<file path="config.mk">
export PLATFORM = sky130hd
export DESIGN_NAME = ram_arbiter
export DESIGN_NICKNAME = d
export VERILOG_FILES = /design/src/rtl/ram_arb_pkg.sv /design/src/rtl/ram_arb_rr.sv /design/src/rtl/ram_arbiter.sv
export SDC_FILE = /design/constraint.sdc
export NUM_CORES = 1
export LEC_CHECK = 0
export CORE_AREA = 2 2 134 136
export DETAILED_ROUTE_END_ITERATION = 16
export DIE_AREA = 0 0 136 138
export SLEW_MARGIN = 20
export SYNTH_ARGS = -nofsm -noshare
export SYNTH_HDL_FRONTEND = slang
export SYNTH_SLANG_ARGS = --single-unit
</file>
<file path="constraint.sdc">
create_clock -name clk -period 1.8 [get_ports clk]
set_input_delay 0.27 -clock clk [delete_from_list [all_inputs] [get_ports clk]]
set_output_delay 0.27 -clock clk [all_outputs]
set_load 0.01 [all_outputs]
</file>
<file path="src/rtl/ram_arb_pkg.sv">
// Shared types and default widths for the two-port DDR RAM arbiter.
package ram_arb_pkg;

  localparam int DEF_ADDR_W = 28;
  localparam int DEF_DATA_W = 32;
  localparam int LEN_W      = 8;

  typedef enum logic [2:0] {
    IDLE,
    ADDR,
    WDATA,
    BRESP,
    RDATA
  } arb_state_e;

endpackage

</file>
<file path="src/rtl/ram_arb_rr.sv">
// Grant policy for the RAM arbiter: round-robin by default, or port-1 priority
// with a port-0 starvation counter when RAM_ARB_PRIO_EN is defined.
module ram_arb_rr #(
  parameter int STARVE_LIMIT = 64
) (
  input  logic       clk,
  input  logic       reset_n,
  input  logic [1:0] req,
  input  logic       en,
`ifdef RAM_ARB_PRIO_EN
  input  logic       owner_is_0,
`endif
  output logic       grant
);

`ifdef RAM_ARB_PRIO_EN
  localparam int CNT_W = $clog2(STARVE_LIMIT + 1);

  logic [CNT_W-1:0] wait_cnt;
  logic             starved;

  assign starved = (wait_cnt == CNT_W'(STARVE_LIMIT));

  always_comb begin
    grant = req[1];
    if (req == 2'b11) grant = ~starved;
  end

  // Counts cycles port 0 is requesting but not holding the slave; saturates.
  always_ff @(posedge clk or negedge reset_n) begin
    if (!reset_n) begin
      wait_cnt <= '0;
    end else if (en && !grant) begin
      wait_cnt <= '0;
    end else if (req[0] && !owner_is_0 && !starved) begin
      wait_cnt <= wait_cnt + 1'b1;
    end
  end
`else
  logic last_grant;

  always_comb begin
    grant = req[1];
    if (req == 2'b11) grant = ~last_grant;
  end

  always_ff @(posedge clk or negedge reset_n) begin
    if (!reset_n) begin
      last_grant <= 1'b1;
    end else if (en) begin
      last_grant <= grant;
    end
  end

  // The starvation limit only matters for the priority policy.
  if (STARVE_LIMIT < 1) begin : g_limit_unused
  end
`endif

endmodule

</file>
<file path="src/rtl/ram_arbiter.sv">
// Two-port AXI-style arbiter in front of the DDR SDRAM controller; one whole
// burst in flight at a time. Optional macro: RAM_ARB_PRIO_EN (port-1 priority).
module ram_arbiter
  import ram_arb_pkg::*;
#(
  parameter int ADDR_W       = DEF_ADDR_W,
  parameter int DATA_W       = DEF_DATA_W,
  parameter int STARVE_LIMIT = 64
) (
  input  logic                clk,
  input  logic                reset_n,
  // requester 0
  input  logic                m0_arw_valid,
  output logic                m0_arw_ready,
  input  logic [ADDR_W-1:0]   m0_arw_addr,
  input  logic [LEN_W-1:0]    m0_arw_len,
  input  logic                m0_arw_write,
  input  logic                m0_w_valid,
  output logic                m0_w_ready,
  input  logic [DATA_W-1:0]   m0_w_data,
  input  logic [DATA_W/8-1:0] m0_w_strb,
  input  logic                m0_w_last,
  output logic                m0_b_valid,
  input  logic                m0_b_ready,
  output logic                m0_r_valid,
  input  logic                m0_r_ready,
  output logic [DATA_W-1:0]   m0_r_data,
  output logic                m0_r_last,
  // requester 1
  input  logic                m1_arw_valid,
  output logic                m1_arw_ready,
  input  logic [ADDR_W-1:0]   m1_arw_addr,
  input  logic [LEN_W-1:0]    m1_arw_len,
  input  logic                m1_arw_write,
  input  logic                m1_w_valid,
  output logic                m1_w_ready,
  input  logic [DATA_W-1:0]   m1_w_data,
  input  logic [DATA_W/8-1:0] m1_w_strb,
  input  logic                m1_w_last,
  output logic                m1_b_valid,
  input  logic                m1_b_ready,
  output logic                m1_r_valid,
  input  logic                m1_r_ready,
  output logic [DATA_W-1:0]   m1_r_data,
  output logic                m1_r_last,
  // slave (controller) side
  output logic                s_arw_valid,
  input  logic                s_arw_ready,
  output logic [ADDR_W-1:0]   s_arw_addr,
  output logic [LEN_W-1:0]    s_arw_len,
  output logic                s_arw_write,
  output logic                s_w_valid,
  input  logic                s_w_ready,
  output logic [DATA_W-1:0]   s_w_data,
  output logic [DATA_W/8-1:0] s_w_strb,
  output logic                s_w_last,
  input  logic                s_b_valid,
  output logic                s_b_ready,
  input  logic                s_r_valid,
  output logic                s_r_ready,
  input  logic [DATA_W-1:0]   s_r_data,
  input  logic                s_r_last,
  output logic                grant,
  output arb_state_e          state
);

  // A transfer happens on a channel only in the cycle where both valid and
  // ready are high at the rising clock edge; valid never waits on ready.

  arb_state_e state_q, state_d;
  logic       grant_q, rr_grant, rr_en;
  logic       sel;
  logic       arw_valid_g, arw_write_g, w_valid_g, w_last_g, b_ready_g, r_ready_g;
  logic       in_addr, in_wdata, in_bresp, in_rdata;

  ram_arb_rr #(.STARVE_LIMIT(STARVE_LIMIT)) u_rr (
    .clk       (clk),
    .reset_n   (reset_n),
    .req       ({m1_arw_valid, m0_arw_valid}),
    .en        (rr_en),
`ifdef RAM_ARB_PRIO_EN
    .owner_is_0((state_q != IDLE) && !grant_q),
`endif
    .grant     (rr_grant)
  );

  assign sel   = grant_q;
  assign grant = grant_q;
  assign state = state_q;

  assign arw_valid_g = sel ? m1_arw_valid : m0_arw_valid;
  assign arw_write_g = sel ? m1_arw_write : m0_arw_write;
  assign w_valid_g   = sel ? m1_w_valid   : m0_w_valid;
  assign w_last_g    = sel ? m1_w_last    : m0_w_last;
  assign b_ready_g   = sel ? m1_b_ready   : m0_b_ready;
  assign r_ready_g   = sel ? m1_r_ready   : m0_r_ready;

  assign in_addr  = (state_q == ADDR);
  assign in_wdata = (state_q == WDATA);
  assign in_bresp = (state_q == BRESP);
  assign in_rdata = (state_q == RDATA);

  // Payload muxes run freely; only valid/ready are gated by the state.
  assign s_arw_addr  = sel ? m1_arw_addr : m0_arw_addr;
  assign s_arw_len   = sel ? m1_arw_len  : m0_arw_len;
  assign s_arw_write = arw_write_g;
  assign s_w_data    = sel ? m1_w_data   : m0_w_data;
  assign s_w_strb    = sel ? m1_w_strb   : m0_w_strb;
  assign s_w_last    = w_last_g;
  assign m0_r_data   = s_r_data;
  assign m1_r_data   = s_r_data;
  assign m0_r_last   = s_r_last;
  assign m1_r_last   = s_r_last;

  assign s_arw_valid  = in_addr & arw_valid_g;
  assign m0_arw_ready = in_addr & ~sel & s_arw_ready;
  assign m1_arw_ready = in_addr &  sel & s_arw_ready;
  assign s_w_valid    = in_wdata & w_valid_g;
  assign m0_w_ready   = in_wdata & ~sel & s_w_ready;
  assign m1_w_ready   = in_wdata &  sel & s_w_ready;
  assign s_b_ready    = in_bresp & b_ready_g;
  assign m0_b_valid   = in_bresp & ~sel & s_b_valid;
  assign m1_b_valid   = in_bresp &  sel & s_b_valid;
  assign s_r_ready    = in_rdata & r_ready_g;
  assign m0_r_valid   = in_rdata & ~sel & s_r_valid;
  assign m1_r_valid   = in_rdata &  sel & s_r_valid;

  always_comb begin
    state_d = state_q;
    rr_en   = 1'b0;
    case (state_q)
      IDLE: begin
        if (m0_arw_valid || m1_arw_valid) begin
          rr_en   = 1'b1;
          state_d = ADDR;
        end
      end
      ADDR:  if (arw_valid_g && s_arw_ready) state_d = arw_write_g ? WDATA : RDATA;
      WDATA: if (w_valid_g && s_w_ready && w_last_g) state_d = BRESP;
      BRESP: if (s_b_valid && b_ready_g) state_d = IDLE;
      RDATA: if (s_r_valid && r_ready_g && s_r_last) state_d = IDLE;
      default: state_d = IDLE;
    endcase
  end

  always_ff @(posedge clk or negedge reset_n) begin
    if (!reset_n) begin
      state_q <= IDLE;
      grant_q <= 1'b0;
    end else begin
      state_q <= state_d;
      if (rr_en) grant_q <= rr_grant;
    end
  end

endmodule

</file>
Word level (Yosys, flattened, before mapping)

Cells that the tools add are included.

Register bits after elaboration: 5
Input bits: 195
Output and inout bits: 156
Logic and storage cells: 64

Equality and inequality tests: 10
Multiplexer cells: 20
Bitwise logic cells: 22
Reduce and logical (&&, ||, !) cells: 9

Operators by type and width:

| cell                                                             | count |
|---|---|
| 32-bit two-way mux                                               | 1 |
| 28-bit two-way mux                                               | 1 |
| 1-bit AND                                                        | 20 |
| 3-bit two-way mux                                                | 6 |
| 3-bit case mux with 5 select lines                               | 1 |
| 1-bit two-way mux                                                | 9 |
| 8-bit two-way mux                                                | 1 |
| 2-bit by 1-bit != test with 1-bit output (second input constant) | 4 |
| 3-bit by 2-bit == test with 1-bit output (second input constant) | 2 |
| 1-bit logical AND                                                | 6 |
| 5-bit AND reduction                                              | 1 |
| 4-bit two-way mux                                                | 1 |
| 3-bit by 1-bit == test with 1-bit output (second input constant) | 1 |
| 3-bit == test (second input constant)                            | 1 |
| 3-bit logical NOT                                                | 1 |
| 2-bit == test (second input constant)                            | 1 |
| 2-bit != test (second input constant)                            | 1 |
| 1-bit inverter                                                   | 2 |
| 1-bit logical OR                                                 | 1 |

Depth between registers and ports, before layout

Gate-level depths: netlist (run 1).

Depth after elaboration: 5
Mapped depth: 5
Depth with buffers taken out: 3

Modules after synthesis

From an unflattened synthesis (run 1), not the netlist that was laid out.

Cell total of the unflattened synthesis: 204
Area total of the unflattened synthesis: 1818.0 um2

By module, submodules not included:

| module      | times used | cells each | area each (um2) | seq. area each (um2) |
|---|---|---|---|---|
| ram_arbiter | 1          | 201        | 1765.4          | 100.1 |
| ram_arb_rr  | 1          | 3          | 52.6            | 26.3 |

Worst setup path after synthesis (run 1)

Ideal clock, no wire load.

Kind: reg-to-output
Start: reg grant_q, in the netlist grant
End: out m1_b_valid
Arrival: 1.174 ns
Required time: 1.530 ns
Slack: 0.356 ns
Cell stages (with the launch flop): 6
Buffers on the path: 3
Cell sequence: dfrtp_1 -> buf_6 -> buf_6 -> buf_6 -> inv_1 -> nor3_1

Cells in the longest elaborated chain, start to end: 2

Ends and longest elaborated chain:

| item                   | line               | source |
|---|---|---|
| from (decl)            | ram_arbiter.sv:71  | `logic grant_q, rr_grant, rr_en;` |
| from (signal assigned) | ram_arbiter.sv:152 | `if (rr_en) grant_q <= rr_grant;` |
| 1-bit AND (2 in a row) | ram_arbiter.sv:123 | `assign m1_b_valid = in_bresp & sel & s_b_valid;` |
| to (decl)              | ram_arbiter.sv:40  | `output logic m1_b_valid,` |

Every way passes these cells.

Worst setup path after layout (run 1)

Start: reg grant_q, in the netlist grant
End: out s_arw_len[3]

Cells in the longest elaborated chain, start to end: 1

Ends and longest elaborated chain:

| item              | line               | source |
|---|---|---|
| 8-bit two-way mux | ram_arbiter.sv:105 | `assign s_arw_len = sel ? m1_arw_len : m0_arw_len;` |
| to (decl)         | ram_arbiter.sv:50  | `output logic [LEN_W-1:0] s_arw_len,` |

Every way passes these cells.

==> impl_metrics.toml, run 1 <==
[critical_path]
r2r_cells = 6
reg2reg_slack_ns = 0.13
crit_fanout = 7
critPathArrivalTime_ns = 1.59
worstSetupPathType = "reg2out"
startpoint_type = "flip-flop"
cp.required_ns = 1.53
r2r_end = "state[2]"
critPathCaptureType = "primary output"
r2r-start = "grant"

[placement]
dp_hpwl_um = 9060
gp_congestion = 0.692
dp_cells = 640
io_buffers = 254

[grt]
grt_first_pass_wirelength_um = 15300
grt_max_degree = 12
gr-total-overflow = 0
track_usage_pct = 10.8
grt_pass1_vias = 2522
antenna_found_initial = 1

[timing]
fin_crit_ns = 1.86
whs_ns = 0.297
setup_viol = 16
tightest_slew_ns = 0.531
fin_setup_tns_ns = -0.541
rsz0062_at_grt = "true"
slew_headroom_pct = 64.3
final.setup_skew_ns = 0.000583
setup_ws_ns = -0.0615
finalMaxSlewViolations = 0
hold_viol_final = 0
fmax_mhz = 537
min_period_over_period_pct = 103

[synthesis]
postSynthRegisterBits = 5
synth_warnings = 0
synth-xor-area-share_pct = 0
yosys.area.top_type = "mux2_2"
syn-cell-area_um2 = 1850
synthDistinctLibCells = 28
synthCells = 206
synth_top_family_by_area = "multiplexers"
synth_compound_area_share_pct = 3.44
yosys-top-cells-count = "74 x mux2_2, 66 x buf_4, 9 x nand2_1, 9 x nor2_1, 8 x buf_6"
yosysMostFrequentCell = "mux2_2"
synth_top_area_share_pct = 45.0
avgSynthCellArea_um2 = 9.00
yosys.area_share.adder_pct = 0
synth_edf_count = 0
synthMuxAreaShare_pct = 47.6
synth-simple-area-share_pct = 9.52
yosysSeqAreaShare_pct = 6.82
synth_area_leaders = "mux2_2 45%, buf_4 27%, dfrtp_1 5.4%, buf_6 4.9%, nand2_1 1.8%"
synthFlopType = "dfrtp_1"
async_reset_ff_share_pct = 100
syn-num-nets = 401

[pwr]
peakVddDrop_uv = 525
p_clk_share_pct = 7.0
combPwrFrac_pct = 88.1
pwr-share-seq_pct = 4.8
power_leakage_nw = 1.88
p_switching_mw = 1.95
p_int_mw = 3.17
switching_share_pct = 38.1
power_density_nw_per_um2 = 1130
power_mw = 5.12

[worst_hold_path]
holdCritPathClass = "in2async"

[floorplanning]
ioPinCount = 351
num_rows = 49
die_area_um2 = 18800
dieWidth_um = 136
core-area_um2 = 17500
die_h_um = 138
initial_core_util_pct = 10.6

[clock_network]
cts_tree = "done"
path_clk_slew_ns = 0.03
numClockSinks = 5
clock_latency_ns = 0.22
postCtsHoldBufs = 0
cts_made_buffers = 3
cts_root_buffer = "clkbuf_16"
clockBufferDepth = 2
h-tree-depth = 1

[cells_and_area]
fin_nets = 626
fin_cells = 659
antenna_cells = 0
drive_gt1_share_pct = 51.2
syn2layout_area_growth_pct = 145
utilization_pct = 25.9

[route]
detail_route.wirelength_um = 11200
top_layer_used = "met5"
drtPass1Iterations = 4
viasPerCell = 3.57
wl_met1_um = 4220
met3_length_um = 1370
drcViolationCount = 0
drt.antenna.violating_nets = 0
vias = 2351
wl_per_cell_um = 17.0
dr_wl_met2_um = 5380
drt_iter0_drc = 34

[outcome]
outcome = "finished, violations left"
failed_checks = "setup timing"

[job]
maxCapViolations = 0
## worst max-delay path, stage by stage, from the launching register on
cell,delay [ns]
dfrtp_4,0.52
buf_6,0.15
buf_12,0.13
buf_4,0.15
mux2_2,0.29
buf_6,0.12
## kinds of logic after synthesis
group,after synthesis
buf+inv,78
flops,5
compound gates,10
simple gates,35
mux,78
## final cells by class
cell class              count  area, um2
flip-flops and latches      5        130
fillers                  1866      13000
well taps                 229        287
inverters                   1       7.51
multi-input cells         123       1200
clock buffers               4       78.8
repair buffers            297       2840
## per-stage QoR
stage	setup WS, ns	cell area [um2]
after floorplan	0.356	1850
after global placement	-0.330	4350
after detailed placement	-0.327	4350
after CTS	-0.166	4500
after global routing	-0.103	4550
final	-0.0615	4550
## routing by layer
metal	vias to the layer above	global-route usage (%)
li1	1103	-
met1	1069	12.4
met2	148	18.6
met3	29	4.25
met4	2	2.47
met5	-	0
## placed cells by master, fill, tap and decap left out, drive strengths merged, types with 2 or more instances in the layout
master / instances
mux2: 75
dfrtp: 4
nor2b: 5
nand4b: 2
o21ai: 2
nor3b: 2
nand2: 9
clkbuf: 6
mux2i: 3
a21oi: 3
nor3: 3
clkdlybuf4s50: 167
nor2: 9
buf: 126
nand4: 2
## power by group through the flow
stage                     combinational, mW  sequential (mW)  clock [mW]
after detailed placement               4.01            0.259           0
after global routing                   4.82            0.263       0.375
final                                  4.51            0.246       0.360
after global placement                 3.98            0.252           0
after CTS                              4.62            0.239       0.368
after floorplan                        1.97            0.243           0
## registers in the layout (all words and copies together), names as in the netlist
register,flops
u_rr.last_grant,1
grant,1
state,3
## worst max-delay path by stage
stage,slack (ns),startpoint,end
after CTS,-0.17,grant,s_arw_addr[3]
after global routing,-0.10,grant,s_arw_len[3]
after floorplan,0.36,grant,m1_b_valid
final,-0.06,grant,s_arw_len[3]
after detailed placement,-0.33,s_arw_ready,m0_arw_ready
after global placement,-0.33,s_arw_ready,m1_arw_ready
## timing repair
item / CTS / global route
gates resized for setup: 366 / 56
endpoints found under the setup margin: 86 / 85
setup buffers: 14 / 2
pin swaps: 1 / 4
cloned: 4 / 0
(Power assumes the default switching activity.)
==> run 2: changes to the inputs <==
--- a/config.mk
+++ b/config.mk
@@ -5,10 +5,11 @@
 export SDC_FILE = /design/constraint.sdc
 export NUM_CORES = 1
 export LEC_CHECK = 0
-export CORE_AREA = 2 2 134 136
+export CORE_AREA = 2 2 137 139
 export DETAILED_ROUTE_END_ITERATION = 16
-export DIE_AREA = 0 0 136 138
+export DIE_AREA = 0 0 139 141
 export SLEW_MARGIN = 20
 export SYNTH_ARGS = -nofsm -noshare
 export SYNTH_HDL_FRONTEND = slang
+export SYNTH_HIERARCHICAL = 1
 export SYNTH_SLANG_ARGS = --single-unit
==> impl_metrics.toml, run 2 <==
[placement]
placed_cell_area_um2 = 4320
io_buffers = 254
gp_congestion = 0.750
dp_cells = 642
dp_hpwl_um = 8570

[timing]
setup_viol = 36
final.setup_skew_ns = 0.00107
finalMaxSlewViolations = 0
slew_headroom_pct = 82.4
fin_setup_tns_ns = -1.16
fmax_mhz = 534
tightest_slew_ns = 0.259
fin_crit_ns = 1.87
hold_viol_final = 0
setup_ws_ns = -0.0739
rsz0062_at_grt = "true"
min_period_over_period_pct = 104

[grt]
gr-total-overflow = 0
grt_pass1_vias = 2520
grt_max_degree = 15
grt_first_pass_wirelength_um = 14800
antenna_found_initial = 0
track_usage_pct = 9.74

[clock_network]
postCtsHoldBufs = 0
cts_tree = "done"
cts_made_buffers = 3
cts_root_buffer = "clkbuf_16"
clock_latency_ns = 0.23
numClockSinks = 5
h-tree-depth = 1
clockBufferDepth = 2
path_clk_slew_ns = 0.03

[cells_and_area]
design_area_um2 = 4610
syn2layout_area_growth_pct = 154
regArea_um2 = 133
fill_cells = 1957
multi_input_area_um2 = 1180
final_cell_mix = "168 x clkdlybuf4s50_1, 74 x mux2_2, 37 x buf_6"
largest_reg_flops = 3
final_common_cell = "clkdlybuf4s50_1"
utilization_pct = 25.2
drive_gt1_share_pct = 50.9
antenna_cells = 0
fin_cells = 660
fin_nets = 622

[critical_path]
startpoint_type = "flip-flop"
critPathCaptureType = "primary output"
crit_path_frequent_cell = "buf_12"
worst_path_max_delay_cell = "dfrtp_4"
cp.required_ns = 1.53
cp_cell_sequence = "buf_12 > buf_12 > buf_16 > mux2_2 > buf_6"
crit_path_max_incr_delay_ns = 0.50
worstSetupPathType = "reg2out"
critPathArrivalTime_ns = 1.60
crit_fanout = 14

[synthesis]
avgSynthCellArea_um2 = 8.91
synth_top_area_share_pct = 47.1
syn-cell-area_um2 = 1820
syn-num-nets = 399
async_reset_ff_share_pct = 100
synth_edf_count = 0
yosys-top-cells-count = "76 x mux2_2, 66 x buf_4, 11 x nor2_1"
yosysMostFrequentCell = "mux2_2"
synthDistinctLibCells = 28
synth_area_leaders = "mux2_2 47%, buf_4 27%, dfrtp_1 5.5%, buf_2 2.5%, nor2_1 2.3%"
synthFlopType = "dfrtp_1"
synthCells = 204
postSynthRegisterBits = 5
yosysSeqAreaShare_pct = 6.95
yosys.area.top_type = "mux2_2"
synth_warnings = 6

[outcome]
failed_checks = "setup timing"
outcome = "finished, violations left"

[route]
drtPass1Iterations = 6
drt_iter0_drc = 20
viasPerCell = 3.53
drt.antenna.violating_nets = 0
vias = 2331
detail_route.wirelength_um = 10400
drcViolationCount = 0
wl_per_cell_um = 15.8

[pwr]
power_leakage_nw = 1.90
power_mw = 5.03
power_density_nw_per_um2 = 1090
peakVddDrop_uv = 456

[floorplanning]
core-area_um2 = 18300
initial_core_util_pct = 9.95
dieWidth_um = 139
ioPinCount = 351
die_area_um2 = 19600
die_h_um = 141
num_rows = 50

[worst_hold_path]
holdCritPathClass = "in2async"

[job]
maxCapViolations = 0
==> run 2: changes by cell type in the layout (fill, tap and decap cells not counted), moves of 4 or more <==
cell             before  now
clkdlybuf4s15_1       0    8
buf_8                 0    4
mux2_2               68   74
buf_6                47   37
nand2_1               8    2
clkbuf_2              2   21
buf_2                45   19
==> run 2: critical path, delay by kind of cell, from the launching register on <==
kind | cells | cell delay (ns)
buffers and inverters | 4 | 0.55
flip-flops | 1 | 0.50
multiplexers | 1 | 0.31
==> run 2: layer usage <==
metal	vias up	GRT usage [%]	routed length (um)
met2	152	18.6	5420
met3	48	1.97	827
met1	1038	10.4	3770
met4	0	3.93	376
li1	1093	-	-
met5	-	0	0
==> run 2: power breakdown <==
part | switching, mW | internal, mW | total (mW)
Clock | 0.0692 | 0.293 | 0.362
Combinational | 1.66 | 2.74 | 4.40
Sequential | 0.0850 | 0.185 | 0.270
==> run 2: path summary, 6_finish.rpt <==
path,startpoint,endpoint,depth (start not counted),slack [ns]
hold reg to reg,state[2],state[1],2,0.62
setup / recovery,grant,s_w_data[9],5,-0.07
setup reg to reg,grant,state[2],6,0.01
hold / removal,reset_n,state[2],1,0.28
min in group clk,s_r_data[10],m0_r_data[10],0,0.54
max in group asynchronous,reset_n,u_rr/last_grant,1,1.26
==> run 2: stage by stage <==
step / setup WS, ns / hold slack (ns)
floorplan: 0.151 / -0.0256
global placement: -0.330 / 0.514
detailed placement: -0.259 / 0.516
CTS: -0.250 / 0.280
global route: -0.105 / 0.312
finish: -0.0739 / 0.279
==> run 2: layout make-up <==
| cell class | count | area share (%) |
|---|---|---|
| multi-input cells | 118 | 25.7 |
| repair buffers | 296 | 63.2 |
| inverters | 3 | 0.244 |
| clock buffers | 4 | 1.71 |
| well taps | 234 | 6.35 |
| flip-flops and latches | 5 | 2.88 |
==> run 2: kinds of logic after synthesis <==
| group | after synthesis | synth area share, % |
|---|---|---|
| AND/OR/NAND/NOR | 29 | 7.98 |
| flip-flops | 5 | 6.95 |
| AO/OA/AOI/OAI | 8 | 3.30 |
| buffers and inverters | 81 | 31.4 |
| multiplexers | 81 | 50.4 |
==> run 2: timing repair <==
item                                    CTS  global route
endpoints found under the setup margin   88            79
buffers inserted                          8             2
gates resized for setup                 312            62
hold endpoints to repair                  0             0
pin swaps                                 4             3
cloned                                    2             2
==> RTL edit 1: new RTL, config.mk and constraints of run 2 <==
Set the package constant `DEF_ADDR_W` to 36 (it was 28).
--- a/src/rtl/ram_arb_pkg.sv
+++ b/src/rtl/ram_arb_pkg.sv
@@ -1,7 +1,7 @@
 // Shared types and default widths for the two-port DDR RAM arbiter.
 package ram_arb_pkg;
 
-  localparam int DEF_ADDR_W = 28;
+  localparam int DEF_ADDR_W = 36;
   localparam int DEF_DATA_W = 32;
   localparam int LEN_W      = 8;
 
Ports: changed (resized m0_arw_addr, m1_arw_addr and s_arw_addr); port bits go from 351 to 375. No check against the original RTL was run, so the function may have changed too.
==> RTL edit 1 against run 2 <==
The run still ends with negative setup slack left; sequential cell count is the same; area after synthesis grew 4.6%; sequential power shrank 4%; design area grew 7.4%; total power grew 9.3%; utilization grew 1.9 points; global-route usage grew 1.6 points; worst setup slack lost 0.052 ns; routed wire length grew 16%.
==> RTL edit 1: results (changes against run 2) <==
[run_status]
status=finished, violations left  ; unchanged
violations=negative setup slack  ; unchanged

[final_layout]
fin_cells=687  ; was 660
drive_gt1_share_pct=50.44  ; was 50.94%
largest_reg_flops=3  ; unchanged
layout.nets=664  ; was 622

[global_route]
antenna_found_initial=1  ; was 0
grt_pass1_vias=2721  ; was 2520
grt_use_total_pct=11.33  ; was 9.739%
grt_max_degree=18  ; was 15
grt_pass1_wl_um=16950  ; was 14770 um

[critical_path]
rr_startpoint=grant  ; unchanged
slowest_delay_ns=0.47  ; was 0.50 ns
cp.arrival_ns=1.66  ; was 1.60 ns
cp_max_fo=5  ; was 14

[placement]
portBuffers=278  ; was 254
hpwl_um=9408  ; was 8574 um
gp_congestion=0.8022  ; was 0.7497

[timing]
finalSetupTns_ns=-0.8215  ; was -1.164 ns
tightest_slew_ns=0.3435  ; was 0.2589 ns
skew_ns=0.003068  ; was 0.001068 ns
setup_violations=36  ; unchanged
fin_ws_ns=-0.1263  ; was -0.07391 ns

[clocking]
htree_levels=1  ; unchanged
clockRootBuffer=clkbuf_16  ; unchanged
insertion_delay_ns=0.23  ; about the same

[yosys]
synth_mux_area_share_pct=52.89  ; was 50.38%
avgSynthCellArea_um2=8.971  ; was 8.912 um2
synth_common_cells=84 x mux2_2, 66 x buf_4, 11 x nor2_1  ; was 76 x mux2_2, 66 x buf_4, 11 x nor2_1
synth_ff_type=dfrtp_1  ; unchanged
synth_xor_xnor_area_share_pct=0  ; unchanged
synth-compound-area-share_pct=3.158  ; was 3.304%
ys_async_sr_fraction_pct=100.0  ; unchanged
synth-seq-area-share_pct=6.645  ; was 6.951%
ys_types=27  ; was 28
ys_top_cells_by_area=mux2_2 50%, buf_4 26%, dfrtp_1 5.3%  ; was mux2_2 47%, buf_4 27%, dfrtp_1 5.5%
synth_nets=423  ; was 399
ys.warnings.count=6  ; unchanged

[drt]
initialDrtViolationCount=55  ; was 20
wl_um=12090  ; was 10400 um
first_pass_iters=4  ; was 6
viasPerCell=3.696  ; was 3.532

[min_path]
hold_path.class=primary input to async pin  ; unchanged

[power]
vdd_drop_max_v=0.0006764  ; was 0.0004559 V
p_leak_nw=2.047  ; was 1.899 nW

[RTL edit 1: cell type report]
cell class                 instances  area (um2)
multi-input combinational        126        1274
clock buffer                       4       78.83
timing repair buffer             314        3156
sequential                         5       132.6
tap                              234       292.8
antenna                            1       2.502
inverter                           3       15.01
fill                            1930       13320
[RTL edit 1: what timing repair did]
item,CTS,global route
pin swaps,3,0
setup buffers,13,2
resized for setup,409,34
gates cloned,7,1
endpoints found under the setup margin,95,89
hold endpoints to repair,0,0
[RTL edit 1: through the flow]
stage          util [%]  worst slack, ns  instance area [um2]
2_1_floorplan         -           0.1509                 1902
3_3_place_gp      25.08          -0.1593                 4581
3_5_place_dp      25.08          -0.1900                 4581
4_1_cts           27.19          -0.1266                 4967
5_1_grt           27.09          -0.1626                 4949
6_report          27.10          -0.1263                 4951
[RTL edit 1: worst max-delay path, delay by kind of cell, from the launching register on]
kind	cells	cell delay (ns)
buffers and inverters	4	0.67
flip-flops	1	0.47
multiplexers	1	0.28
[RTL edit 1: where the power goes]
group / switching, mW / total, mW / internal, mW
clock: 0.0715 / 0.365 / 0.293
combinational: 1.90 / 4.88 / 2.98
sequential: 0.0736 / 0.258 / 0.185
[RTL edit 1: routing by layer]
metal	vias up	GRT usage [%]	share of wire [%]
met1	1171	13.67	40
met5	-	0	0
li1	1165	-	-
met4	0	2.924	1.3
met2	183	19.78	49
met3	20	3.295	9.2
[RTL edit 1: final timing paths]
check | to | slack, ns | depth (start not counted)
min in group clk | state[1] | 0.54 | 2
setup / recovery | s_arw_addr[32] | -0.13 | 5
hold reg to reg | state[1] | 0.54 | 2
setup reg to reg | state[2] | 0 | 5
max in group asynchronous | u_rr/last_grant | 1.25 | 1
hold / removal | state[2] | 0.28 | 1
[RTL edit 1: cells by family after synthesis]
kind of cell | after synthesis
flip-flops | 5
AND/OR/NAND/NOR | 29
buffers and inverters | 81
AO/OA/AOI/OAI | 8
multiplexers | 89
==> RTL edit 2: new RTL, config.mk and constraints of run 2 <==
Without the edit above. Build with the macro `RAM_ARB_PRIO_EN` defined.
--- a/src/rtl/ram_arb_rr.sv
+++ b/src/rtl/ram_arb_rr.sv
@@ -1,5 +1,7 @@
 // Grant policy for the RAM arbiter: round-robin by default, or port-1 priority
 // with a port-0 starvation counter when RAM_ARB_PRIO_EN is defined.
+`define RAM_ARB_PRIO_EN
+
 module ram_arb_rr #(
   parameter int STARVE_LIMIT = 64
 ) (
Formal check against the unedited RTL: not equivalent (Yosys sat finds a counterexample within 4 cycles, from zero or initial values and one cycle with reset_n low).
==> RTL edit 2 against run 2 <==
Global-route usage is 2.6 points higher; the run still ends with negative setup slack left; clock skew about the same; critical endpoint is now s_arw_write; sequential cell count is 6 higher; total power rose by 39%; cell count increased by 11%; area after synthesis rose by 22%; critical path depth unchanged; utilization rose by 5.2 points; worst setup slack worse by 0.054 ns; design area up 21%; routed wire length is 27% higher; worst hold slack better by 0.10 ns.
==> RTL edit 2: results (changes against run 2) <==
[run_status]
status=finished, violations left  ; unchanged
violations=negative setup slack  ; unchanged

[drt]
wl_met1_um=5003  ; was 3773 um
wl_um=13220  ; was 10400 um
viasPerCell=3.738  ; was 3.532
met2WireLength_um=6827  ; was 5424 um
first_pass_iters=3  ; was 6
initialDrtViolationCount=74  ; was 20

[placement]
post-place-ws_ns=-0.2273  ; was -0.2595 ns
postPlaceCellArea_um2=4766  ; was 4320 um2
gp_congestion=0.7633  ; was 0.7497
hpwl_um=9481  ; was 8574 um

[timing]
slew_headroom_pct=64.46  ; was 82.40%
whs_ns=0.3801  ; was 0.2785 ns
skew_ns=0.0008738  ; was 0.001068 ns
fin_ws_ns=-0.1276  ; was -0.07391 ns
setup_violations=40  ; was 36

[final_layout]
largest_reg_flops=7  ; was 3
fill_cells=1839  ; was 1957
layout.nets=694  ; was 622
drive_gt1_share_pct=52.82  ; was 50.94%

[yosys]
synth-compound-area-share_pct=3.160  ; was 3.304%
synth_mux_area_share_pct=40.58  ; was 50.38%
yosys.area_share.adder_pct=1.129  ; was 0%
synth_common_cells=75 x mux2_2, 73 x buf_4, 20 x nor2_1  ; was 76 x mux2_2, 66 x buf_4, 11 x nor2_1
ys_types=34  ; was 28
synth_xor_xnor_area_share_pct=2.370  ; was 0%
synth_nets=443  ; was 399

[critical_path]
reg2reg_slack_ns=-0.02  ; was 0.01 ns
cp.arrival_ns=1.66  ; was 1.60 ns
rr_endpoint=u_rr/wait_cnt[5]  ; was state[2]
worstRegToRegCells=9  ; was 6

[global_route]
grt_pass1_wl_um=18220  ; was 14770 um
met3_usage_pct=3.702  ; was 1.970%
grt_max_degree=14  ; was 15
use_met1_pct=13.83  ; was 10.45%
grt_util_met2_pct=22.30  ; was 18.62%

[clocking]
post_cts_buffers=17  ; was 8
cts_resized=448  ; was 312

[power]
p_leak_nw=2.352  ; was 1.899 nW
vdd_drop_max_v=0.0004121  ; was 0.0004559 V

[RTL edit 2: final cells by class]
| cell class | instances | share of cell area [%] |
|---|---|---|
| multi-input cells | 150 | 27.27 |
| inverters | 7 | 0.5176 |
| clock buffers | 4 | 1.418 |
| repair buffers | 324 | 60.51 |
| flip-flops and latches | 11 | 5.018 |
| well taps | 234 | 5.266 |
[RTL edit 2: stage by stage]
stage	utilization [%]	TNS, ns	std cells
after floorplan	-	0	246
after global placement	26.09	-4.262	692
after detailed placement	26.09	-4.511	692
after CTS	29.60	-4.955	722
after global routing	30.44	-4.771	730
final	30.44	-2.732	730
[RTL edit 2: power by group]
group / switching [mW] / total, mW / internal, mW
Combinational: 2.28 / 6.08 / 3.81
Clock: 0.118 / 0.416 / 0.298
Sequential: 0.151 / 0.498 / 0.347
Total: 2.55 / 7.00 / 4.45
[RTL edit 2: worst max-delay path, stage by stage, from the launching register on]
cell and delay (ns):
dfrtp_4 0.55, buf_12 0.16, buf_12 0.12, buf_16 0.14
mux2_4 0.31, buf_6 0.12
